`config.mk`:
```
export PLATFORM = sky130hd
export DESIGN_NAME = sw_debounce_flat
export DESIGN_NICKNAME = d
export VERILOG_FILES = /design/src/rtl/sw_debounce_if.sv /design/src/rtl/sw_debounce.sv /design/src/flat_wrapper.sv
export SDC_FILE = /design/constraint.sdc
export NUM_CORES = 1
export LEC_CHECK = 0
export CORE_MARGIN = 4
export CORE_UTILIZATION = 50
export CTS_CLUSTER_DIAMETER = 50
export DETAILED_ROUTE_END_ITERATION = 8
export GPL_TIMING_DRIVEN = 0
export PLACE_DENSITY = 0.78
export SLEW_MARGIN = 20
export SYNTH_ARGS = -nofsm -noshare
export SYNTH_HDL_FRONTEND = slang
export SYNTH_SLANG_ARGS = --single-unit
```
`constraint.sdc`:
```
create_clock -name clk -period 2.6 [get_ports clk]
set_clock_uncertainty 0.05 [all_clocks]
set_input_delay 0.52 -clock clk [delete_from_list [all_inputs] [get_ports clk]]
set_output_delay 0.52 -clock clk [all_outputs]
set_load 0.05 [all_outputs]
```
`src/rtl/sw_debounce_if.sv`:
```
// Switch-conditioning bus: raw switch vector in, debounced value and change flag out.
interface sw_debounce_if #(
    parameter int WIDTH = 10
);
    logic [WIDTH-1:0] SW;
    logic             chg_ack;
    logic [WIDTH-1:0] sw_stable;
    logic             sw_chg;

    modport master (output SW, output chg_ack, input sw_stable, input sw_chg);
    modport slave  (input SW, input chg_ack, output sw_stable, output sw_chg);
endinterface

```
`src/rtl/sw_debounce.sv`:
```
// Two-flop synchronizer plus whole-vector debouncer for the board slide switches.
// Optional macro SW_DEBOUNCE_STICKY_EN makes sw_chg sticky until chg_ack.
//
// state  | meaning
// IDLE   | candidate equals committed value, nothing pending
// SETTLE | new candidate differs from sw_stable, counting stable cycles
module sw_debounce #(
    parameter int WIDTH     = 10,
    parameter int DB_CYCLES = 1000000
) (
    input logic         clk,
    input logic         rst,
    sw_debounce_if.slave bus
);
    localparam int CW = (DB_CYCLES > 2) ? $clog2(DB_CYCLES) : 1;
    localparam logic [CW-1:0] CNT_MAX = CW'(DB_CYCLES - 1);

    typedef enum logic {IDLE, SETTLE} state_t;

    state_t           state_q, state_d;
    logic [WIDTH-1:0] sync1_q, sync2_q;
    logic [WIDTH-1:0] cand_q, cand_d;
    logic [CW-1:0]    cnt_q, cnt_d;
    logic [WIDTH-1:0] stable_q, stable_d;
    logic             chg_q, chg_d;
    logic             commit;

    always_ff @(posedge clk or posedge rst) begin
        if (rst) begin
            state_q  <= IDLE;
            sync1_q  <= '0;
            sync2_q  <= '0;
            cand_q   <= '0;
            cnt_q    <= '0;
            stable_q <= '0;
            chg_q    <= 1'b0;
        end else begin
            state_q  <= state_d;
            sync1_q  <= bus.SW;
            sync2_q  <= sync1_q;
            cand_q   <= cand_d;
            cnt_q    <= cnt_d;
            stable_q <= stable_d;
            chg_q    <= chg_d;
        end
    end

    // Any change of the synchronized vector restarts the settle window.
    always_comb begin
        state_d = state_q;
        cand_d  = cand_q;
        cnt_d   = cnt_q;
        commit  = 1'b0;
        if (sync2_q != cand_q) begin
            cand_d  = sync2_q;
            cnt_d   = '0;
            state_d = (sync2_q == stable_q) ? IDLE : SETTLE;
        end else if (state_q == SETTLE) begin
            if (cnt_q == CNT_MAX) begin
                commit  = 1'b1;
                cnt_d   = '0;
                state_d = IDLE;
            end else begin
                cnt_d = cnt_q + CW'(1);
            end
        end
    end

    always_comb begin
        stable_d = commit ? cand_q : stable_q;
`ifdef SW_DEBOUNCE_STICKY_EN
        // Set has priority over acknowledge on the same edge.
        chg_d = commit | (chg_q & ~bus.chg_ack);
`else
        chg_d = commit;
`endif
    end

`ifndef SW_DEBOUNCE_STICKY_EN
    logic chg_ack_unused;
    assign chg_ack_unused = bus.chg_ack;
`endif

    assign bus.sw_stable = stable_q;
    assign bus.sw_chg    = chg_q;
endmodule

```
`src/flat_wrapper.sv`:
```
// flat-port wrapper written by rule: the top's interface ports become plain ports
module sw_debounce_flat 
#(
    parameter int WIDTH     = 10,
    parameter int DB_CYCLES = 1000000
)
  (clk, rst, bus_SW, bus_chg_ack, bus_sw_stable, bus_sw_chg);
  sw_debounce_if #(.WIDTH(WIDTH)) bus_i ();
  input logic clk;
  input logic rst;
  input wire logic [$bits(bus_i.SW)-1:0] bus_SW;
  input wire logic [$bits(bus_i.chg_ack)-1:0] bus_chg_ack;
  output wire logic [$bits(bus_i.sw_stable)-1:0] bus_sw_stable;
  output wire logic [$bits(bus_i.sw_chg)-1:0] bus_sw_chg;
  assign bus_i.SW = bus_SW;
  assign bus_i.chg_ack = bus_chg_ack;
  assign bus_sw_stable = bus_i.sw_stable;
  assign bus_sw_chg = bus_i.sw_chg;
  sw_debounce #(.WIDTH(WIDTH), .DB_CYCLES(DB_CYCLES)) u_core (.clk(clk), .rst(rst), .bus(bus_i));
endmodule
```
==> impl_metrics.ini <==
[status]
result_of_the_run = finished, final reports clean

[synth]
synthArstFlopShare = 1.00
netlist.area_leader.share = 0.587
netlist_area_mm2 = 0.00264
synth.yosys.seq_area_share = 0.587
netlist_top_cells_area = sky130_fd_sc_hd__dfrtp_1, sky130_fd_sc_hd__xor2_1, sky130_fd_sc_hd__mux2_2, sky130_fd_sc_hd__a21oi_1, sky130_fd_sc_hd__xnor2_1
avgSynthCellArea_um2 = 11.5
synth_cell_types = 37
synth_common_cells = sky130_fd_sc_hd__dfrtp_1, sky130_fd_sc_hd__a21oi_1, sky130_fd_sc_hd__xor2_1
yosysMostFrequentCell = sky130_fd_sc_hd__dfrtp_1
mappedNetlistNets = 244
number_of_storage_elements_in_the_synthesis_netlist = 62
dominantRegCellSynth = sky130_fd_sc_hd__dfrtp_1
synth_edf_count = 0
syn_inst = 230
yosys_warning_total = 0
synth_area_leader_cell = sky130_fd_sc_hd__dfrtp_1

[place]
placed_cells_incl_taps = 323
pre_cts_ws_ns = 0.249
port_buffers = 22
place.detailed.hpwl_mm = 3.62
gp_congestion = 0.931

[clock_tree]
root_buffer = sky130_fd_sc_hd__clkbuf_8
post-cts-setup-buffers = 0
cts.sink_count = 62
ctsResizeCount = 0
cts_buffers = 9
cts-htree-levels = 3
tritoncts = done
clk_pin_slew_ns = 0.07
worstSkewPairLatency_ns = 0.33
number_of_buffers_between_clock_root_and_the_deepest_sink = 2
cts_stage_hold_buffer_count = 0

[drt]
antenna_violating_nets_post_route = 0
vias = 1842
drtPass1Iterations = 4
drt_first_iter_violations = 180
drt_total_wl_mm = 5.15
post_drt_wl_per_cell_um = 15.3
number_of_vias_per_cell_after_detailed_routing = 5.47
drc = 0

[hold_path]
hold_path_depth = 0
min_path_type = register to register

[timing]
fmaxAchievable_ghz = 0.418
finalCritPeriodShare = 0.920
timing.final.hold_violations = 0
finalWorstSetupSlack_ns = 0.207
finalCriticalPeriod_ns = 2.39
finalSetupViolations = 0
setup-tns-final_ns = 0
finalMaxSlewViolations = 0
slew-limit-headroom = 0.567
worst-slew-pin-transition_ns = 0.644
rsz0062_at_grt = false

[setup_path]
crit_required_ns = 2.78
setup.worst_path.class = register to register
critical_path.slowest_cell = sky130_fd_sc_hd__or4_1
worst-path-max-fanout = 10
timing.critical_path.arrival_ns = 2.58
critPathMaxStageDelay_ns = 0.59
timing.reg2reg.worst_path_depth = 5
setup.worst_path.end_class = register
setup.worst_path.start_class = register
timing.critical_path.cells = xor2_1 -> nor4_1 -> nand4_2 -> or4_1 -> o31ai_1

[global_route]
number_of_antenna_violations_at_the_first_check_in_global_routing = 0
met3_usage = 0.0404
grt_pass1_wl_mm = 9.02
groute.usage.overall = 0.185
use_met2 = 0.290
grt-busiest-layer = met2
global_route.overflow_total = 0
pin_count_of_the_biggest_net_entering_global_routing = 51
grt_pass1_vias = 1971
groute.layer.met1.usage = 0.242

[floorplanning]
area_of_the_placeable_core_mm2 = 0.00511
die-area_mm2 = 0.00651
die-height_um = 80.7
rows = 26
die_x_um = 80.7
initial_utilization = 0.517
num_io_pins = 24

[layout]
final_layout_size_suffix_gt1_frac = 0.139
seq_area_mm2 = 0.00155
area_growth_pct = 19.5
fin_nets = 278
postLayoutCoreUtil = 0.618
multi_input_area_um2 = 998
antenna_cells = 0
layoutNonFillerInstCount = 337
fillcell_total = 420

[pwr]
vdd.ir_drop.worst_uv = 446
switching_power_mw = 0.409
power_frac_comb = 0.037
total_power_mw = 1.86
netSwitchingFraction = 0.220
leakagePower_nw = 1.31
power_share_of_the_sequential_group = 0.541
intPower_mw = 1.45
power_frac_clock = 0.422
power_density_mw_per_mm2 = 589

[flow_run]
drv_cap = 0
[kinds of logic after synthesis]
family / after synthesis / share of synthesized area
AO/OA/AOI/OAI: 33 / 0.0762
XOR/XNOR: 25 / 0.0829
adder cells (fa/ha/maj): 1 / 0.00473
buffers and inverters: 21 / 0.0350
flip-flops: 62 / 0.587
multiplexers: 11 / 0.0469
AND/OR/NAND/NOR: 77 / 0.167
[layer usage]
layer,vias to the layer above,share of wire
li1,882,-
met1,908,0.44
met2,42,0.50
met3,10,0.045
met4,0,0.018
met5,-,0
[worst max-delay path, delay by kind of cell, from the launching register on]
family / cells / cell delay, ns
xor gates and xnor gates: 1 / 0.16
AOI/OAI and AO/OA: 1 / 0.09
and+or+nand+nor: 3 / 1.56
DFF: 1 / 0.43
[worst paths after layout]
check | from | end | slack, ns
setup reg to reg | u_core.sync2_q[3]$_DFF_PP0_ | u_core.cnt_q[19]$_DFFE_PP0P_ | 0.21
max in group asynchronous | rst | u_core.cand_q[8]$_DFFE_PP0N_ | 1.61
min in group asynchronous | rst | u_core.cnt_q[13]$_DFFE_PP0P_ | 0.40
setup / recovery | u_core.sync2_q[3]$_DFF_PP0_ | u_core.cnt_q[19]$_DFFE_PP0P_ | 0.21
hold / removal | u_core.sync1_q[0]$_DFF_PP0_ | u_core.sync2_q[0]$_DFF_PP0_ | 0.30
hold reg to reg | u_core.sync1_q[0]$_DFF_PP0_ | u_core.sync2_q[0]$_DFF_PP0_ | 0.30
[metrics by stage]
stage                     hold WS [ns]  instance area [um2]
after global routing             0.310                 3160
after detailed placement         0.291                 2980
final                            0.301                 3160
after floorplan                  0.281                 2640
after global placement           0.282                 2950
after CTS                        0.305                 3160
[registers in the layout, summed over array words and instances, names as in the netlist]
signal	cells
u_core.state_q	1
u_core.sync1_q	10
u_core.bus.sw_stable	10
u_core.sync2_q	10
u_core.cnt_q	20
u_core.cand_q	10
u_core.bus.sw_chg	1
[power groups by stage]
stage	Clock [mW]	Sequential (mW)	Combinational (mW)
3_3_place_gp	0	1.02	0.0628
2_1_floorplan	0	1.02	0.0377
5_1_grt	0.841	1.01	0.0783
4_1_cts	0.800	1.01	0.0710
6_report	0.784	1.01	0.0684
3_5_place_dp	0	1.02	0.0705
[cell type report]
class                   instances  share of cell area
plain buffers                  18              0.0258
clock buffers                   9              0.0392
clock inverters                 5              0.0166
inverters                       3             0.00436
multi-input cells             147               0.316
flip-flops and latches         62               0.491
well taps                      70              0.0277
repair buffers                 23              0.0785
[cell usage in the layout (no fill, tap or decap), types with 2 or more instances in the layout]
cell / count
sky130_fd_sc_hd__o32ai_1: 3
sky130_fd_sc_hd__clkdlybuf4s50_1: 22
sky130_fd_sc_hd__nor2_1: 12
sky130_fd_sc_hd__dfrtp_1: 62
sky130_fd_sc_hd__nand2_1: 14
sky130_fd_sc_hd__and4_1: 2
sky130_fd_sc_hd__mux2_2: 11
sky130_fd_sc_hd__nand3_1: 11
sky130_fd_sc_hd__clkbuf_1: 14
sky130_fd_sc_hd__a21oi_1: 17
sky130_fd_sc_hd__o21ai_0: 6
sky130_fd_sc_hd__or4_1: 2
sky130_fd_sc_hd__and2_1: 2
sky130_fd_sc_hd__clkinv_2: 3
sky130_fd_sc_hd__inv_1: 2
sky130_fd_sc_hd__nand4_2: 2
sky130_fd_sc_hd__xnor2_1: 9
sky130_fd_sc_hd__nor4_1: 9
sky130_fd_sc_hd__nand4_1: 9
sky130_fd_sc_hd__clkbuf_8: 9
sky130_fd_sc_hd__buf_2: 2
sky130_fd_sc_hd__nor3_1: 6
sky130_fd_sc_hd__xor2_1: 16
sky130_fd_sc_hd__a311oi_1: 2
Note: power is estimated with default switching activity, not from simulation.
